<file path="config.mk">
export PLATFORM = sky130hd
export DESIGN_NAME = adc_capture_ctrl
export DESIGN_NICKNAME = d
export VERILOG_FILES = /design/src/rtl/adc_capture_ctrl.sv
export SDC_FILE = /design/constraint.sdc
export NUM_CORES = 1
export LEC_CHECK = 0
export CAP_MARGIN = 20
export CORE_ASPECT_RATIO = 0.8
export CORE_MARGIN = 8
export CORE_UTILIZATION = 45
export CTS_BUF_LIST = sky130_fd_sc_hd__clkbuf_8
export DETAILED_ROUTE_END_ITERATION = 10
export PLACE_DENSITY = 0.69
export SETUP_SLACK_MARGIN = 0.15
export SYNTH_ARGS = -nofsm -noshare
export SYNTH_HDL_FRONTEND = slang
export SYNTH_SLANG_ARGS = --single-unit
</file>
<file path="constraint.sdc">
create_clock -name clk -period 3.5 [get_ports clk]
set_input_delay 0.35 -clock clk [delete_from_list [all_inputs] [get_ports clk]]
set_output_delay 0.35 -clock clk [all_outputs]
set_load 0.02 [all_outputs]
</file>
<file path="src/rtl/adc_capture_ctrl.sv">
// Write-side sequencer for a double-banked circular ADC sample buffer.
// Captures a pre/post-trigger window and hands finished banks to the readout via ready/valid.
module adc_capture_ctrl #(
  parameter int DEPTH = 11,
  parameter int DEL_W = 24,
  parameter int CH    = 2,
  parameter int TO_W  = 16
) (
  input  logic             clk,
  input  logic             rst,
  input  logic [DEL_W-1:0] sample_divider,
  input  logic [1:0]       mode,
  input  logic [DEPTH-1:0] pretrig,
  input  logic [TO_W-1:0]  auto_timeout,
  input  logic [CH-1:0]    ch_enable,
  input  logic             trigger_req,
  input  logic             arm,
  input  logic             ready,
  output logic             valid,
  output logic [DEPTH-1:0] mem_addr,
  output logic [CH-1:0]    mem_we,
  output logic             bank_sel,
  output logic [DEPTH-1:0] trig_addr,
  output logic             trig_bank,
  output logic             trig_forced,
  output logic [2:0]       state_o,
  output logic             triggered
);

  typedef enum logic [2:0] {
    PREBUF    = 3'd0,
    WAIT_TRIG = 3'd1,
    FILL      = 3'd2,
    WAIT_READ = 3'd3,
    HALT      = 3'd4
  } state_t;

  localparam int CW = DEPTH + 1;
  localparam logic [CW-1:0] N_SAMPLES = {1'b1, {DEPTH{1'b0}}};

  state_t           state;
  state_t           state_next;
  logic             started;
  logic [DEL_W-1:0] div_cnt;
  logic [CW-1:0]    sample_cnt;
  logic [TO_W-1:0]  to_cnt;
  logic [DEPTH-1:0] pre_lat;
  logic             trig_q;
  logic [DEPTH-1:0] trig_addr_int;
  logic             trig_bank_int;
  logic             forced_int;

  logic             tick;
  logic             timeout_hit;
  logic [CW-1:0]    pre_end;
  logic [CW-1:0]    fill_end;
  logic             take_trig;
  logic             take_forced;
  logic             handover;

  // The first cycle after reset never ticks, so no strobe leaks out while the bank restarts.
  assign tick        = started && (div_cnt == sample_divider);
  assign timeout_hit = (to_cnt == auto_timeout);
  assign pre_end     = {1'b0, pre_lat} - CW'(1);
  assign fill_end    = N_SAMPLES - {1'b0, pre_lat} - CW'(1);
  assign state_o     = state;

  always_comb begin
    state_next  = state;
    take_trig   = 1'b0;
    take_forced = 1'b0;
    handover    = 1'b0;
    valid       = (state == WAIT_READ);
    triggered   = (state == FILL);
    mem_we      = (tick && state != HALT) ? ch_enable : '0;

    case (state)
      PREBUF: begin
        if (pre_lat == '0 || (tick && sample_cnt == pre_end))
          state_next = WAIT_TRIG;
      end
      WAIT_TRIG: begin
        // A registered real trigger always beats an auto timeout in the same cycle.
        case (mode)
          2'd0, 2'd3: take_trig = trig_q;
          2'd1: begin
            if (trig_q) begin
              take_trig = 1'b1;
            end else if (timeout_hit) begin
              take_trig   = 1'b1;
              take_forced = 1'b1;
            end
          end
          default: take_trig = 1'b1;
        endcase
        if (take_trig)
          state_next = FILL;
      end
      FILL: begin
        if (tick && sample_cnt == fill_end)
          state_next = WAIT_READ;
      end
      WAIT_READ: begin
        if (ready) begin
          handover   = 1'b1;
          state_next = (mode == 2'd3) ? HALT : PREBUF;
        end
      end
      HALT: begin
        if (arm)
          state_next = PREBUF;
      end
      default: state_next = PREBUF;
    endcase
  end

  always_ff @(posedge clk) begin
    if (rst) begin
      state         <= PREBUF;
      started       <= 1'b0;
      div_cnt       <= '0;
      sample_cnt    <= '0;
      to_cnt        <= '0;
      mem_addr      <= '0;
      bank_sel      <= 1'b0;
      trig_addr     <= '0;
      trig_bank     <= 1'b0;
      trig_forced   <= 1'b0;
      trig_addr_int <= '0;
      trig_bank_int <= 1'b0;
      forced_int    <= 1'b0;
      pre_lat       <= '0;
      trig_q        <= 1'b0;
    end else begin
      started <= 1'b1;
      trig_q  <= trigger_req;
      state   <= state_next;

      if (!started || tick)
        div_cnt <= '0;
      else
        div_cnt <= div_cnt + DEL_W'(1);

      if (tick)
        mem_addr <= mem_addr + DEPTH'(1);

      if (state_next != state)
        sample_cnt <= '0;
      else if (tick)
        sample_cnt <= sample_cnt + CW'(1);

      if (state_next != state)
        to_cnt <= '0;
      else if (state == WAIT_TRIG && tick)
        to_cnt <= to_cnt + TO_W'(1);

      if (state_next == PREBUF && state != PREBUF)
        pre_lat <= pretrig;

      if (take_trig) begin
        trig_addr_int <= mem_addr;
        trig_bank_int <= bank_sel;
        forced_int    <= take_forced;
      end

      // Swapping banks here lets the reader take the finished bank while writing continues.
      if (handover) begin
        bank_sel    <= ~bank_sel;
        trig_addr   <= trig_addr_int;
        trig_bank   <= trig_bank_int;
        trig_forced <= forced_int;
      end
    end
  end

endmodule

</file>
# Yosys cells after proc, flatten, opt, wreduce, memory -nomap -nowiden
# Cells that the tools add are included.
dict set report totals {
  reg_bits 106
  inputBits 60
  out_inout_bits 32
  word_cells 71
}
dict set report classes {
  addsub 7
  n_eq_ne 12
  muxes 19
  n_bitwise 1
  n_reduce_logical 17
}
# op count
set ops {}
lappend ops {{adder 24 x 1 -> 24 bit (second input constant)} 1}
lappend ops {{equality test 12 bit} 2}
lappend ops {{equality test 24 bit} 1}
lappend ops {{2-to-1 mux 3 bit} 6}
lappend ops {{adder 16 x 1 -> 16 bit (second input constant)} 1}
lappend ops {{equality test 16 bit} 1}
lappend ops {{one-hot mux 3 bit (5 select lines)} 1}
lappend ops {{adder 12 x 1 -> 12 bit (second input constant)} 1}
lappend ops {{subtractor 11 x 1 -> 12 bit (second input constant)} 1}
lappend ops {{subtractor 12 x 1 -> 12 bit (second input constant)} 1}
lappend ops {{subtractor 12 x 11 -> 12 bit (first input constant)} 1}
lappend ops {{adder 11 x 1 -> 11 bit (second input constant)} 1}
lappend ops {{logical NOT 11 bit} 1}
lappend ops {{2-to-1 mux 1 bit} 10}
lappend ops {{equality test 3 x 2 -> 1 bit (second input constant)} 2}
lappend ops {{logical AND 1 bit} 6}
lappend ops {{logical NOT 3 bit} 2}
lappend ops {{OR reduction 2 bit} 3}
lappend ops {{equality test 3 x 1 -> 1 bit (second input constant)} 1}
lappend ops {{equality test 3 bit (second input constant)} 1}
lappend ops {{!= test 3 bit} 1}
lappend ops {{!= test 3 bit (second input constant)} 1}
lappend ops {{nonzero test 3 bit} 1}
lappend ops {{equality test 2 x 1 -> 1 bit (second input constant)} 1}
lappend ops {{other kinds (7)} 8}

# Depth between registers and ports, before layout
dict set report logic_depth {
  word_depth 9
  mapped_depth 10
  mapped_depth_nobuf 9
}

# Worst setup path before layout
# OpenSTA, ideal clock, no wires.
dict set report synth_timing {
  path_kind {register to output}
  start {register div_cnt[2]}
  end {output port mem_we[0]}
  arrival_ps 2000
  t_required_ps 3150
  path_slack_ps 1150
  path_stages_with_launch 8
  n_path_buf 2
  path_cell_list {dfxtp_1 -> xnor2_1 -> nand4_1 -> nor4_2 -> and3_1 -> clkbuf_1 -> buf_2 -> and3_1}
}
dict set report synth_between {
  elab_chain_len 4
}
# item line
set synth_lines {}
lappend synth_lines {{start: declaration} 44} ;# logic [DEL_W-1:0] div_cnt;
lappend synth_lines {{start signal: assignment} 142} ;# div_cnt <= div_cnt + DEL_W'(1);
lappend synth_lines {{equality test 24 bit} 62} ;# assign tick = started && (div_cnt == sample_divider);
lappend synth_lines {{logical AND 1 bit} 62}
lappend synth_lines {{logical AND 1 bit} 75} ;# mem_we = (tick && state != HALT) ? ch_enable : '0;
lappend synth_lines {{2-to-1 mux 2 bit} 75}
lappend synth_lines {{end: declaration} 21} ;# output logic [CH-1:0] mem_we,
# Every way passes these cells.

# Worst setup path in the final report
dict set report layout_timing {
  start {input port sample_divider[20]}
  end {output port mem_we[1]}
}
dict set report layout_between {
  elab_chain_len 4
}
# item line
set layout_lines {}
lappend layout_lines {{start: declaration} 11} ;# input logic [DEL_W-1:0] sample_divider,
lappend layout_lines {{equality test 24 bit} 62}
lappend layout_lines {{logical AND 1 bit} 62}
lappend layout_lines {{logical AND 1 bit} 75}
lappend layout_lines {{2-to-1 mux 2 bit} 75}
# Every way passes these cells.

==> run metrics <==
Initial Utilization 45.3%; clk root buf clkbuf_8; Leakage Power 0.00228 uW; delay-heaviest family, CP buffers and inverters; Buffers & Inverters on Critical Path 2; netlist area before placement 5430 sq um; top_reg_cell synth dfxtp_1; layout cells sized above 1 7.15%; Clock Latency Late Sink 370 ps; Die Wd 139 microns; sequential-to-total area share from yosys stat 39.1%; H-tree Lvls 3; Num Clock Sinks 106; TritonCTS Buffers 9; chip height 114 microns; Final Slew Violations 0; worst path cell trace clkdlybuf4s50_1 > xnor2_1 > nand4_1 > nor4_2 > and3_1 > and3_1 > clkdlybuf4s50_1; worst slew pin tran 894 ps; asr flop ratio synth 0%; CP Depth 7; Vias 4689; Post-synth top cells dfxtp_1 (106), nor2_1 (76), nand2_1 (71), xnor2_1 (64), xor2_1 (50); Vias/cell 5.33; All-Layer GR Usage 16.5%; Synth area leaders dfxtp_1 (39%), xnor2_1 (10%), xor2_1 (8.1%); Worst Hold Depth 2; DRT iter0 DRCs 319; area of the multi-input gates 3100 sq um; crit-path max cell delay 610 ps; DR WL/cell 15.0 microns; antenna violations before repair 0; Max transition margin 40.3%; syn nets 712; pin count of the biggest net entering global routing 54; num rows 36; Post-Route WL 13200 microns; skew final 11.2 ps; HPWL after DPL 10000 microns; clock-pin slew on the worst setup and hold paths 100 ps; worst min-delay path class primary input to flip-flop; Pwr Density 359 nW/um^2; Final TNS setup 0 ps; crit path max-delay cell type clkdlybuf4s50_1; # Post-CTS Setup Buffers 0; first-pass GRT wire length 21800 microns; Final ANT Viol Nets 0; setup ws final 586 ps; warnings from Yosys 0; Post-synth EDFFs 0; number of failing hold endpoints at the final stage 0; Critical Path AT 2560 ps; Avg Inst Size Synth 8.43 sq um; CTS resizes 0; filler instances 1095; crit-path max FO 3; # diodes 0; Syn Inst Count 644; CTS tree built; Core Region 12000 sq um; Port Buffers 91; Overflow after GRT 0; die footprint 15900 sq um; number of global-route vias before repair 4459; Routability Congestion 0.879; reg2reg setup slack 880 ps; Final nets 790; R2R depth 9; max cap viols 0; TritonRoute pass-1 iters 5; CP endpoint kind output pin; final setup violation count 0; register area 2120 sq um; Data required, critical path 3150 ps; CP Class primary input to output pin; RSZ-0062 raised after global routing false; Max Freq 343 MHz; Hold-fix buffers, CTS 0; status finished clean; Yosys reg bits 106; pre-CTS worst setup slack 466 ps; dominant cell type by area after synthesis dfxtp_1; Longest Clk Path Bufs 2; final worst-path cycle share 83.3%; top-count cell post-synth dfxtp_1; DR DRC count 0; top cell type's share of synthesized area 39.1%; min Tclk post-route 2910 ps; fin util 55.6%; Unique masters post-synth 50; peak supply drop 0.185 mV; I/O Pins 92; Area Growth Syn to Fin 22.8%; startpoint types primary input
-- per-stage QoR --
| step | cells | instance area [sq um] | power (uW) | hold slack, ps |
|---|---|---|---|---|
| after global routing | 879 | 6670 | 2500 | 193 |
| after detailed placement | 863 | 6430 | 1560 | 445 |
| after global placement | 863 | 6430 | 1550 | 446 |
| after CTS | 879 | 6670 | 2420 | 189 |
| after floorplan | 644 | 5430 | 1440 | 432 |
| final | 879 | 6670 | 2390 | 204 |
-- logic make-up after synthesis --
kind of cell	synth area share, %
adders and majority gates	1.84
xor gates and xnor gates	18.4
buffers and inverters	3.71
AOI/OAI and AO/OA	6.20
DFF	39.1
muxes	2.58
and+or+nand+nor	28.2
-- sequential cells by signal, summed over array words and instances, names as in the netlist, 3 cells and up --
register	cells
trig_addr_int	11
mem_addr	11
pre_lat	11
sample_cnt	12
trig_addr	11
state_o	3
to_cnt	16
div_cnt	24
-- layout make-up --
cell class                 instances  share of cell area, %
multi-input combinational        492                   46.6
sequential                       106                   31.8
timing repair buffer              99                   14.5
tap                              152                   2.85
clock buffer                       9                   1.86
clock inverter                     7                   1.60
inverter                          14                  0.788
-- layout by cell type (no fill, tap or decap), types with 3 or more instances in the layout --
cell / count
nor2b_1: 3
nand3_1: 37
clkbuf_8: 9
a21oi_1: 30
nor2_1: 76
dfxtp_1: 106
a31oi_1: 4
o21ai_0: 4
xor2_1: 50
nor4_1: 20
nand2_1: 71
buf_4: 8
ha_1: 8
nor2_2: 20
mux2i_1: 14
o21a_1: 3
inv_1: 14
and3_1: 20
nor3_1: 13
xnor2_1: 64
and2_1: 3
nand4_1: 21
clkdlybuf4s50_1: 90
-- routing by layer --
layer	share of wire [%]	vias to the layer above	track usage, %
met4	1.7	0	3.79
met1	46	2210	20.7
li1	-	2331	-
met2	47	123	28.1
met5	0	-	0
met3	5.1	25	4.13
-- power breakdown --
part	internal [uW]	switching, uW
logic	139	165
clock network	416	441
registers	1210	14.8
-- final timing paths --
| path | start | end |
|---|---|---|
| max | sample_divider[20] | mem_we[1] |
| min | rst | started |
| max reg2reg | div_cnt[2] | mem_addr[7] |
| min reg2reg | trig_addr_int[3] | trig_addr[3] |
(Power assumes the default switching activity.)
